<file path="config.mk">
export PLATFORM = sky130hd
export DESIGN_NAME = wbuf_merge
export DESIGN_NICKNAME = d
export VERILOG_FILES = /design/src/rtl/wbuf_merge.sv
export SDC_FILE = /design/constraint.sdc
export NUM_CORES = 1
export LEC_CHECK = 0
export CORE_ASPECT_RATIO = 1.25
export CORE_UTILIZATION = 30
export CTS_BUF_LIST = sky130_fd_sc_hd__clkbuf_16
export DETAILED_ROUTE_END_ITERATION = 10
export SKIP_LAST_GASP = 1
export SLEW_MARGIN = 20
export SYNTH_ARGS = -nofsm -noshare
export SYNTH_HDL_FRONTEND = slang
export SYNTH_SLANG_ARGS = --single-unit
</file>
<file path="constraint.sdc">
create_clock -name ph1 -period 14.2 [get_ports ph1]
set_clock_uncertainty 0.05 [all_clocks]
set_input_delay 2.84 -clock ph1 [delete_from_list [all_inputs] [get_ports ph1]]
set_output_delay 2.84 -clock ph1 [all_outputs]
set_load 0.02 [all_outputs]
</file>
<file path="src/rtl/wbuf_merge.sv">
// wbuf_merge: coalescing store FIFO (adr/data/byteen/en/done in, mem* handshake out, chkadr/chkhit conflict check, count/full/empty status)
module wbuf_merge #(
  parameter int DEPTH = 4,
  parameter int ADRW  = 27,
  parameter int DATAW = 32,
  parameter int BYTES = DATAW / 8,
  parameter int CNTW  = $clog2(DEPTH) + 1
) (
  input  logic             ph1,
  input  logic             reset,
  input  logic [ADRW-1:0]  adr,
  input  logic [DATAW-1:0] data,
  input  logic [BYTES-1:0] byteen,
  input  logic             en,
  output logic             done,
  output logic [ADRW-1:0]  memadr,
  output logic [DATAW-1:0] memdata,
  output logic [BYTES-1:0] membyteen,
  output logic             memen,
  input  logic             memdone,
  input  logic [ADRW-1:0]  chkadr,
  output logic             chkhit,
  output logic [CNTW-1:0]  count,
  output logic             full,
  output logic             empty
);
  localparam int PW = $clog2(DEPTH);
  typedef enum logic {IDLE, BUSY} state_t;
  state_t state_q, state_d;
  logic [ADRW-1:0] adr_q [DEPTH];
  logic [ADRW-1:0] adr_d [DEPTH];
  logic [DATAW-1:0] data_q [DEPTH];
  logic [DATAW-1:0] data_d [DEPTH];
  logic [BYTES-1:0] ben_q [DEPTH];
  logic [BYTES-1:0] ben_d [DEPTH];
  logic [DEPTH-1:0] vld_q, vld_d;
  logic [PW-1:0] head_q, head_d, tail_q, tail_d, y, h1, sel;
  logic [CNTW-1:0] cnt_q, cnt_d;
  logic [ADRW-1:0] memadr_q, memadr_d;
  logic [DATAW-1:0] memdata_q, memdata_d;
  logic [BYTES-1:0] membyteen_q, membyteen_d;
  logic mhit, acc, alloc, merge, pop, ld;
  assign y = tail_q - 1'b1;
  assign h1 = head_q + 1'b1;
  assign mhit = vld_q[y] && adr_q[y] == adr && !(state_q == BUSY && y == head_q);
  assign full = cnt_q == CNTW'(DEPTH);
  assign empty = cnt_q == '0;
  assign count = cnt_q;
  assign done = mhit || !full || byteen == '0;
  assign acc = en && done && byteen != '0;
  assign alloc = acc && !mhit;
  assign merge = acc && mhit;
  assign pop = state_q == BUSY && memdone;
  assign memen = state_q == BUSY;
  assign memadr = memadr_q;
  assign memdata = memdata_q;
  assign membyteen = membyteen_q;
  always_comb begin
    chkhit = 1'b0;
    for (int i = 0; i < DEPTH; i++) chkhit = chkhit | (vld_q[i] && adr_q[i] == chkadr);
  end
  always_comb begin
    adr_d = adr_q;
    data_d = data_q;
    ben_d = ben_q;
    vld_d = vld_q;
    if (alloc) begin
      adr_d[tail_q] = adr;
      data_d[tail_q] = data;
      ben_d[tail_q] = byteen;
      vld_d[tail_q] = 1'b1;
    end
    if (merge) begin
      for (int b = 0; b < BYTES; b++) data_d[y][8*b +: 8] = byteen[b] ? data[8*b +: 8] : data_q[y][8*b +: 8];
      ben_d[y] = ben_q[y] | byteen;
    end
    if (pop) vld_d[head_q] = 1'b0;
  end
  // Loads read the post-edge entry image so a same-edge allocate or merge is issued intact.
  always_comb begin
    sel = state_q == IDLE ? head_q : h1;
    ld = state_q == IDLE ? vld_q[head_q] : memdone && vld_d[h1];
    state_d = ld ? BUSY : (pop ? IDLE : state_q);
    head_d = pop ? h1 : head_q;
    tail_d = tail_q + PW'(alloc);
    cnt_d = cnt_q + CNTW'(alloc) - CNTW'(pop);
    memadr_d = ld ? adr_d[sel] : memadr_q;
    memdata_d = ld ? data_d[sel] : memdata_q;
    membyteen_d = ld ? ben_d[sel] : membyteen_q;
  end
  always_ff @(posedge ph1 or posedge reset) begin
    if (reset) begin
      state_q <= IDLE;
      adr_q <= '{default: '0};
      data_q <= '{default: '0};
      ben_q <= '{default: '0};
      vld_q <= '0;
      head_q <= '0;
      tail_q <= '0;
      cnt_q <= '0;
      memadr_q <= '0;
      memdata_q <= '0;
      membyteen_q <= '0;
    end else begin
      state_q <= state_d;
      adr_q <= adr_d;
      data_q <= data_d;
      ben_q <= ben_d;
      vld_q <= vld_d;
      head_q <= head_d;
      tail_q <= tail_d;
      cnt_q <= cnt_d;
      memadr_q <= memadr_d;
      memdata_q <= memdata_d;
      membyteen_q <= membyteen_d;
    end
  end
endmodule

</file>
==> results.toml <==
[outcome]
status = "finished, final reports clean"

[timing]
rsz0062_at_grt = "no"
finalHoldViolCount = 0
tightest_slew_ns = 1.07
maxSlewHeadroom = 0.282
slew_viol_final = 0
timing.setup.tns_ns = 0
finalCritPeriodShare = 0.655
finalCriticalPeriod_ns = 9.30
max_freq_mhz = 108
setup_violations = 0

[synthesis]
ys.warnings.count = 0
synth_area_leaders = "dfrtp_1 41%, mux2_2 10%, mux4_2 6.0%"
syn_nets = 2021
synthAdderAreaFrac = 0.00855
ys.flop_type = "dfrtp_1"
synth-edff-count = 0
async_reset_ff_frac = 1.00
syn_area_um2 = 19900
synth_top_area_frac = 0.411
netlist_instances = 1914
syn_avg_cell_area_um2 = 10.4
ys_ff_latch = 327
synth_compound_area_frac = 0.147
synth_top_family_by_area = "multiplexers"
synth_mux_area_frac = 0.221
yosysTopAreaCell = "dfrtp_1"
synth-xor-area-share = 0.0620
ys_seq_area_frac = 0.411
netlist-cell-type-count = 65
synth-simple-area-share = 0.110

[setup_path]
critical_path.top_delay_family = "buffers and inverters"
cp_num_buf_inv = 3
cp_slowest_cell = "buf_4"
crit_path_max_fanout = 51
end_kind = "output pin"
cp.arrival_ns = 6.41
crit_type = "reg2out"
start_kind = "flop"
cpMostUsedCell = "nand2_1"
slowest_delay_ns = 0.82
required_ns = 11.31
worstPathCellList = "clkinv_1 -> ha_4 -> buf_4 -> mux4_2 -> xnor2_1 -> nand2_1 -> or4b_1 -> nor4_4 -> nand2_1 -> nand2_1 -> clkdlybuf4s50_1"

[place]
place_hpwl_mm = 44.0
placed_cell_area_um2 = 22300
port_buffers = 164
place.gp.congestion = 1.01

[routing]
wl_per_cell_um = 24.8
routed_wirelength_mm = 71.1
vias = 16400
wl_met2_mm = 35.8
firstDrtPassIters = 5
wl_met3_mm = 4.23
wl_met1_mm = 28.0
ant_nets = 0
routed.top_layer = "met5"
drcViolationCount = 0
initialDrtViolationCount = 1386
via_per_inst = 5.73

[clocking]
clkTransAtPathRegs_ns = 0.05
clk_path_buf_depth = 3
cts_hold_buf = 0
cts.repair.resized = 0
cts_root_buffer = "clkbuf_16"
htree_levels = 2
cts_tree = "done"
insertion_delay_ns = 0.57
cts.sinks = 327
cts_buffers = 41
cts_setup_buffers = 0

[floorplanning]
rows = 105
die_h_um = 290
core_um2 = 65700
die_w_um = 232
start_util = 0.303
dieArea_um2 = 67400
boundaryPins = 165

[cells_and_area]
drive_gt1_frac = 0.172
most-common-layout-cells = "326 x dfrtp_1, 179 x mux2_2, 177 x nand2_1"
final_common_cell = "dfrtp_1"
area_growth_syn_to_layout_pct = 18.3
nNetsFinal = 2090
postLayoutCellArea_um2 = 23500

[grt]
antenna_found_initial = 3
grt_pass1_vias = 17400
grt_max_degree = 125
grt_pass1_wl_mm = 108
grt_usage = 0.209
grt_overflow = 0

[power]
power_density_nw_per_um2 = 291
vdd.ir_drop.worst_uv = 202
p_leak_nw = 9.49

[job]
drv_cap = 0

[min_path]
min_path_type = "reg2reg"
[power breakdown]
group | leakage, nW | switching (mW) | internal (mW) | total [mW]
registers | 3.92 | 0.437 | 1.42 | 1.86
clock network | 0.637 | 0.417 | 0.567 | 0.984
logic | 4.94 | 2.29 | 1.73 | 4.02
total | 9.49 | 3.14 | 3.72 | 6.86
[cells by family after synthesis]
family	count (synthesis)
AOI/OAI and AO/OA	414
xor gates and xnor gates	141
adders and majority gates	13
buffers and inverters	195
DFF	327
muxes	351
and+or+nand+nor	473
[area by class of cell]
class | count | area (um2)
Multi-Input combinational cell | 1392 | 11100
Clock inverter | 26 | 173
Sequential cell | 327 | 8190
Inverter | 25 | 101
Antenna cell | 2 | 5.00
Fill cell | 6589 | 42100
Tap cell | 856 | 1070
Clock buffer | 42 | 1050
Timing Repair Buffer | 196 | 1880
[per-stage QoR]
step	total power [mW]	util	instances	setup WS (ns)	hold slack, ns
floorplan	4.55	-	1914	2.26	0.420
global placement	5.78	0.340	2796	4.95	0.416
detailed placement	5.86	0.340	2796	4.96	0.418
CTS	6.87	0.358	2864	4.79	0.429
global route	7.28	0.358	2866	4.52	0.454
finish	6.86	0.358	2866	4.90	0.425
[sequential cells by signal, summed over array words and instances (netlist names)]
| register | flops |
|---|---|
| adr_q | 108 |
| count | 3 |
| head_q | 2 |
| tail_q | 2 |
| memdata | 32 |
| membyteen | 4 |
| ben_q | 16 |
| memadr | 27 |
| data_q | 128 |
| vld_q | 4 |
| memen | 1 |
[worst reg2reg max path: cells and delay by family, from the launching register on]
| family | cells | cell delay (ns) |
|---|---|---|
| and+or+nand+nor | 5 | 2.37 |
| buffers and inverters | 3 | 2.03 |
| AOI/OAI and AO/OA | 3 | 0.84 |
| DFF | 1 | 0.73 |
| adders and majority gates | 1 | 0.72 |
| muxes | 1 | 0.44 |
| xor gates and xnor gates | 1 | 0.22 |
[final timing paths]
path                                   startpoint  slack (ns)  cells past startpoint                 endpoint
min in group asynchronous                   reset        2.81                      2  memdata[28]$_DFFE_PP0P_
hold / removal             memadr[18]$_DFFE_PP0P_        0.42                      2   memadr[18]$_DFFE_PP0P_
setup reg to reg              tail_q[0]$_DFF_PP0_        6.72                     14   memdata[0]$_DFFE_PP0P_
setup / recovery              tail_q[0]$_DFF_PP0_        4.90                     11                     done
hold reg to reg            memadr[18]$_DFFE_PP0P_        0.42                      2   memadr[18]$_DFFE_PP0P_
max in group asynchronous                   reset        8.85                      4      adr_q[24]$_DFF_PP0_
[cell usage after synthesis, drive strengths merged (53+ instances only)]
cell type	count
a21oi	139
xor2	57
buf	61
mux2	179
o31ai	61
nor2	154
clkbuf	109
dfrtp	327
a221o	59
xnor2	84
nand2	178
and3	57
mux4	53
mux2i	119
[layer usage]
layer | vias to the layer above | global-route usage
met1 | 8329 | 0.253
met3 | 177 | 0.0292
li1 | 7220 | -
met5 | - | 0
met4 | 2 | 0.103
met2 | 689 | 0.361
Power figures use the tool's default switching activity.
